`src/rtl/hvac_actuator.sv`:
```
// HVAC actuator sequencer: fan pre-run, minimum on, fan post-run and lockout timing
// for heater/compressor. Optional conflict fault detection under HVAC_FAULT_EN.
module hvac_actuator #(
    parameter int CNT_W     = 8,
    parameter int FAN_PRE   = 4,
    parameter int MIN_ON    = 20,
    parameter int FAN_POST  = 6,
    parameter int MIN_OFF   = 10,
    parameter int FAULT_CYC = 8
) (
    input  logic       clk,
    input  logic       rst,
    input  logic       heating,
    input  logic       cooling,
    output logic       heater_on,
    output logic       compressor_on,
    output logic       fan_on,
    output logic [2:0] state,
    output logic       fault
);

    typedef enum logic [2:0] {
        ST_IDLE    = 3'd0,
        ST_PRE     = 3'd1,
        ST_HEAT    = 3'd2,
        ST_COOL    = 3'd3,
        ST_POST    = 3'd4,
        ST_LOCKOUT = 3'd5,
        ST_FAULT   = 3'd6,
        ST_UNUSED  = 3'd7
    } state_e;

    localparam logic [CNT_W-1:0] CNT_ZERO  = CNT_W'(0);
    localparam logic [CNT_W-1:0] CNT_ONE   = CNT_W'(1);
    localparam logic [CNT_W-1:0] PRE_LAST  = CNT_W'(FAN_PRE - 1);
    localparam logic [CNT_W-1:0] ON_LAST   = CNT_W'(MIN_ON - 1);
    localparam logic [CNT_W-1:0] POST_LAST = CNT_W'(FAN_POST - 1);
    localparam logic [CNT_W-1:0] OFF_LAST  = CNT_W'(MIN_OFF - 1);
    localparam int               CNT_MAX   = (1 << CNT_W) - 1;

    // Elaboration-time range checks on the timing parameters
    if (FAN_PRE < 1 || FAN_PRE > CNT_MAX) begin : g_chk_pre
        $error("hvac_actuator: FAN_PRE out of range");
    end
    if (MIN_ON < 1 || MIN_ON > CNT_MAX) begin : g_chk_on
        $error("hvac_actuator: MIN_ON out of range");
    end
    if (FAN_POST < 1 || FAN_POST > CNT_MAX) begin : g_chk_post
        $error("hvac_actuator: FAN_POST out of range");
    end
    if (MIN_OFF < 1 || MIN_OFF > CNT_MAX) begin : g_chk_off
        $error("hvac_actuator: MIN_OFF out of range");
    end
    if (FAULT_CYC < 1 || FAULT_CYC > CNT_MAX) begin : g_chk_fault
        $error("hvac_actuator: FAULT_CYC out of range");
    end

    // Output bit order {heater, compressor, fan}; decoded from the state only.
    function automatic logic [2:0] decode_outs(input state_e s);
        logic [2:0] o;
        case (s)
            ST_PRE:  o = 3'b001;
            ST_HEAT: o = 3'b101;
            ST_COOL: o = 3'b011;
            ST_POST: o = 3'b001;
            default: o = 3'b000;
        endcase
        return o;
    endfunction

    state_e           state_q, state_d;
    logic [CNT_W-1:0] cnt_q, cnt_d;
    logic             mode_q, mode_d;   // 1'b0 = heat, 1'b1 = cool
    logic             heater_q, compressor_q, fan_q;
    logic [2:0]       outs_d;
    logic             heat_req_s, cool_req_s, mode_req_s;

    assign heat_req_s = heating & ~cooling;
    assign cool_req_s = cooling & ~heating;
    assign mode_req_s = mode_q ? cool_req_s : heat_req_s;

`ifdef HVAC_FAULT_EN
    localparam logic [CNT_W-1:0] FAULT_LIM = CNT_W'(FAULT_CYC);
    logic [CNT_W-1:0] conf_q, conf_d;
    logic             fault_q;

    // Saturating count of consecutive heating&cooling conflict cycles
    always_comb begin
        conf_d = CNT_ZERO;
        if (heating & cooling) begin
            if (conf_q >= FAULT_LIM) begin
                conf_d = conf_q;
            end else begin
                conf_d = conf_q + CNT_ONE;
            end
        end else begin
            conf_d = CNT_ZERO;
        end
    end

    // Conflict counter and latched fault flag
    always_ff @(posedge clk or posedge rst) begin
        if (rst) begin
            conf_q  <= CNT_ZERO;
            fault_q <= 1'b0;
        end else begin
            conf_q  <= conf_d;
            fault_q <= (state_d == ST_FAULT);
        end
    end

    assign fault = fault_q;
`else
    assign fault = 1'b0;
`endif

    // Next-state, counter and mode logic
    always_comb begin
        state_d = state_q;
        cnt_d   = cnt_q;
        mode_d  = mode_q;
        case (state_q)
            ST_IDLE: begin
                cnt_d = CNT_ZERO;
                if (heat_req_s) begin
                    state_d = ST_PRE;
                    mode_d  = 1'b0;
                end else if (cool_req_s) begin
                    state_d = ST_PRE;
                    mode_d  = 1'b1;
                end else begin
                    state_d = ST_IDLE;
                end
            end
            ST_PRE: begin
                if (!mode_req_s) begin
                    state_d = ST_POST;
                    cnt_d   = CNT_ZERO;
                end else if (cnt_q == PRE_LAST) begin
                    state_d = mode_q ? ST_COOL : ST_HEAT;
                    cnt_d   = CNT_ZERO;
                end else begin
                    cnt_d = cnt_q + CNT_ONE;
                end
            end
            ST_HEAT, ST_COOL: begin
                // cnt_q counts edges already spent here, so MIN_ON is met at ON_LAST
                if (!mode_req_s && (cnt_q >= ON_LAST)) begin
                    state_d = ST_POST;
                    cnt_d   = CNT_ZERO;
                end else if (cnt_q >= ON_LAST) begin
                    cnt_d = cnt_q;
                end else begin
                    cnt_d = cnt_q + CNT_ONE;
                end
            end
            ST_POST: begin
                if (cnt_q == POST_LAST) begin
                    state_d = ST_LOCKOUT;
                    cnt_d   = CNT_ZERO;
                end else begin
                    cnt_d = cnt_q + CNT_ONE;
                end
            end
            ST_LOCKOUT: begin
                if (cnt_q == OFF_LAST) begin
                    state_d = ST_IDLE;
                    cnt_d   = CNT_ZERO;
                end else begin
                    cnt_d = cnt_q + CNT_ONE;
                end
            end
`ifdef HVAC_FAULT_EN
            ST_FAULT: begin
                state_d = ST_FAULT;
                cnt_d   = CNT_ZERO;
            end
`endif
            default: begin
                state_d = ST_IDLE;
                cnt_d   = CNT_ZERO;
            end
        endcase
`ifdef HVAC_FAULT_EN
        if (conf_q >= FAULT_LIM) begin
            state_d = ST_FAULT;
            cnt_d   = CNT_ZERO;
        end else begin
            state_d = state_d;
        end
`endif
        outs_d = decode_outs(state_d);
    end

    // State, counter and registered actuator drives
    always_ff @(posedge clk or posedge rst) begin
        if (rst) begin
            state_q      <= ST_IDLE;
            cnt_q        <= CNT_ZERO;
            mode_q       <= 1'b0;
            heater_q     <= 1'b0;
            compressor_q <= 1'b0;
            fan_q        <= 1'b0;
        end else begin
            state_q      <= state_d;
            cnt_q        <= cnt_d;
            mode_q       <= mode_d;
            heater_q     <= outs_d[2];
            compressor_q <= outs_d[1];
            fan_q        <= outs_d[0];
        end
    end

    assign heater_on     = heater_q;
    assign compressor_on = compressor_q;
    assign fan_on        = fan_q;
    assign state         = state_q;

endmodule

```
`config.mk`:
```
export PLATFORM = sky130hd
export DESIGN_NAME = hvac_actuator
export DESIGN_NICKNAME = d
export VERILOG_FILES = /design/src/rtl/hvac_actuator.sv
export SDC_FILE = /design/constraint.sdc
export NUM_CORES = 1
export LEC_CHECK = 0
export BUFFER_PORTS_ARGS = -buffer_cell sky130_fd_sc_hd__buf_2
export CORE_MARGIN = 1.5
export CORE_UTILIZATION = 60
export CTS_BUF_LIST = sky130_fd_sc_hd__clkbuf_8
export CTS_CLUSTER_DIAMETER = 120
export CTS_CLUSTER_SIZE = 16
export DETAILED_ROUTE_END_ITERATION = 10
export GPL_ROUTABILITY_DRIVEN = 1
export GPL_TIMING_DRIVEN = 0
export PLACE_DENSITY_LB_ADDON = 0.1
export SLEW_MARGIN = 5
export SYNTH_ARGS = -nofsm -noshare
export SYNTH_HDL_FRONTEND = slang
export SYNTH_SLANG_ARGS = --single-unit
```
`constraint.sdc`:
```
create_clock -name clk -period 2.6 [get_ports clk]
set_clock_uncertainty 0.15 [all_clocks]
set_input_delay 0.13 -clock clk [delete_from_list [all_inputs] [get_ports clk]]
set_output_delay 0.13 -clock clk [all_outputs]
set_load 0.01 [all_outputs]
```
==> flow_summary.ini <==
[layout]
antennaDiodeCount = 0
area_growth_pct = 11.7
fin_util = 0.742
mostFrequentLayoutCells = dfrtp_1 (15), buf_2 (11), a21oi_1 (9)
nets = 131
mostFrequentLayoutCell = dfrtp_1
layout-drive-gt1-share = 0.213

[drt]
avgRoutedWirePerCell_um = 15.7
dr_total_vias = 891
ant_nets = 0
viasPerCell = 6.46
remaining_drc_errors = 3
drt-total-wl_um = 2170
dr.pass1.iters = 7
drtIter0Drc = 20

[clock_tree]
cts_tree = built
clk_pin_slew_ns = 0.07
cts_max_path_buffers = 2
cts_root_buffer = clkbuf_8
cts.sinks = 15
h-tree-depth = 1
cts_hold_buf = 1
ctsResizeCount = 0
cts_buffers = 3
clock_latency_ns = 0.25
postCtsSetupBuffers = 0

[logic_synthesis]
synth.area.top_cells = dfrtp_1 (36%), ha_1 (4.8%), a21oi_1 (4.4%), xnor2_1 (2.5%), nand3_1 (2.4%)
synth_top_area_frac = 0.363
ys_seq_elements = 15
dominantRegCellSynth = dfrtp_1
synth_cell_types = 47
syn_area_mm2 = 0.00103
synth_top_cell_by_area = dfrtp_1
syn_inst = 108
synth_seq_area_share = 0.363
async_reset_ff_frac = 1.00
avgSynthCellArea_um2 = 9.58
yosys_warnings = 0
synth.net_count = 116
synth_edf_count = 0

[pwr]
comb_power_share = 0.477
power_density_mw_per_mm2 = 964
power_frac_seq = 0.349
leakage_nw = 0.502
power.share.clock = 0.174
switching_share = 0.423
ir_drop_mv = 0.645
internal-power_uw = 644
power_mw = 1.11
power_switching_uw = 471

[min_path]
hold_class = in -> reg

[sta]
slew_headroom = 0.639
tns_ns = 0
finalCritPeriodShare = 0.780
fmax_mhz = 493
setup-violations-final = 0
rsz0062_at_grt = false
drv_slew = 0
tightest_slew_ns = 0.540
fin_crit_ns = 2.03
hold_viol = 0

[grt]
globalRouteOverflowTotal = 0
grt_util_met1 = 0.302
grtUsageTotal = 0.256
grtUsageMet2 = 0.467
antenna_found_initial = 0
grt_max_degree = 16
grt_pass1_vias = 863
grt_pass1_wl_um = 3730
grt-busiest-layer = met2
use_met3 = 0.0367

[critical_path]
crit_path_end_kind = flop
required_ns = 2.56
crit_fanout = 8
crit_type = reg -> reg
startpoint_type = flop
worstPathArrival_ns = 1.99

[floorplan]
placementRows = 14
num_io_pins = 11
start_util = 0.664
die-area_mm2 = 0.00198
core_region_area_mm2 = 0.00156
die_w_um = 44.5
die_h_um = 44.5

[job]
cap_violations = 0

[placement]
io_buffers = 9
gp_congestion = 0.860
hpwl_um = 1620

[status]
status = finished, violations left
violations = design-rule violations
-- final timing paths --
| path | start | to | slack (ns) | cells past startpoint |
|---|---|---|---|---|
| setup reg to reg | cnt_q[0] | cnt_q[4] | 0.57 | 5 |
| setup / recovery | cnt_q[0] | cnt_q[4] | 0.57 | 5 |
| min in group asynchronous | rst | fan_on | 0.31 | 3 |
| max in group asynchronous | rst | cnt_q[7] | 1.63 | 3 |
| hold reg to reg | cnt_q[4] | cnt_q[4] | 0.48 | 1 |
| hold / removal | heating | mode_q | 0.15 | 3 |
-- power by group through the flow --
stage	sequential (mW)	clock (mW)	combinational, mW
6_report	0.389	0.194	0.532
5_1_grt	0.398	0.204	0.592
2_1_floorplan	0.379	0	0.419
3_3_place_gp	0.386	0	0.503
3_5_place_dp	0.391	0	0.527
4_1_cts	0.389	0.192	0.531
-- state kept, by name, indices dropped and copies added, names as in the netlist --
signal,flops
compressor_on,1
fan_on,1
heater_on,1
mode_q,1
state,3
cnt_q,8
-- final cells by class --
class | instances | area, um^2
clock buffers | 3 | 41.3
multi-input cells | 82 | 612
clock inverters | 1 | 5.00
flip-flops and latches | 15 | 375
fillers | 122 | 403
plain buffers | 5 | 25.0
repair buffers | 10 | 55.1
inverters | 6 | 22.5
well taps | 16 | 20.0
-- synth_stat cells, types with 2 or more instances --
master    count
xor2_1        2
dfrtp_1      15
o21ai_1       3
a31oi_1       2
o21ai_0       4
a21oi_1       9
or3_1         2
xnor2_1       3
buf_2         2
nor4_1        2
nor3b_1       3
a211oi_1      2
inv_1         6
nor2b_1       3
nand2_1       5
nand3_1       5
clkbuf_1      2
nor2_1        4
ha_1          4
nand3b_1      2
nand2b_1      2
-- critical path, stage by stage (launching register included) --
cell      delay, ns
dfrtp_1        0.42
ha_1           0.26
nor3b_1        0.31
o21ai_1        0.12
a32oi_2        0.46
a221oi_1       0.16
-- metrics by stage --
step / area, um^2 / hold slack (ns) / setup slack (ns) / cells
3_3_place_gp: 1100 / 0.0577 / 0.614 / 133
6_report: 1160 / 0.152 / 0.573 / 138
5_1_grt: 1160 / 0.196 / 0.383 / 138
3_5_place_dp: 1100 / 0.0516 / 0.583 / 133
2_1_floorplan: 1030 / -0.119 / 0.679 / 108
4_1_cts: 1160 / 0.163 / 0.564 / 138
-- cells by family (layout without fill, tap and decap cells) --
group / Yosys count / after routing / synth area share
AOI/OAI and AO/OA: 35 / 35 / 0.254
and+or+nand+nor: 34 / 34 / 0.212
DFF: 15 / 15 / 0.363
buffers and inverters: 11 / 25 / 0.0460
xor gates and xnor gates: 5 / 5 / 0.0423
adders and majority gates: 4 / 4 / 0.0484
muxes: 3 / 3 / 0.0314
other: 1 / 1 / 0.00362
-- layer usage --
layer  share of wire  vias to the layer above  wire length (um)
li1                -                      431                 -
met1            0.42                      431               912
met2            0.53                       24              1150
met3           0.038                        5                82
met4           0.012                        0                26
met5               0                        -                 0
(Power assumes the default switching activity.)
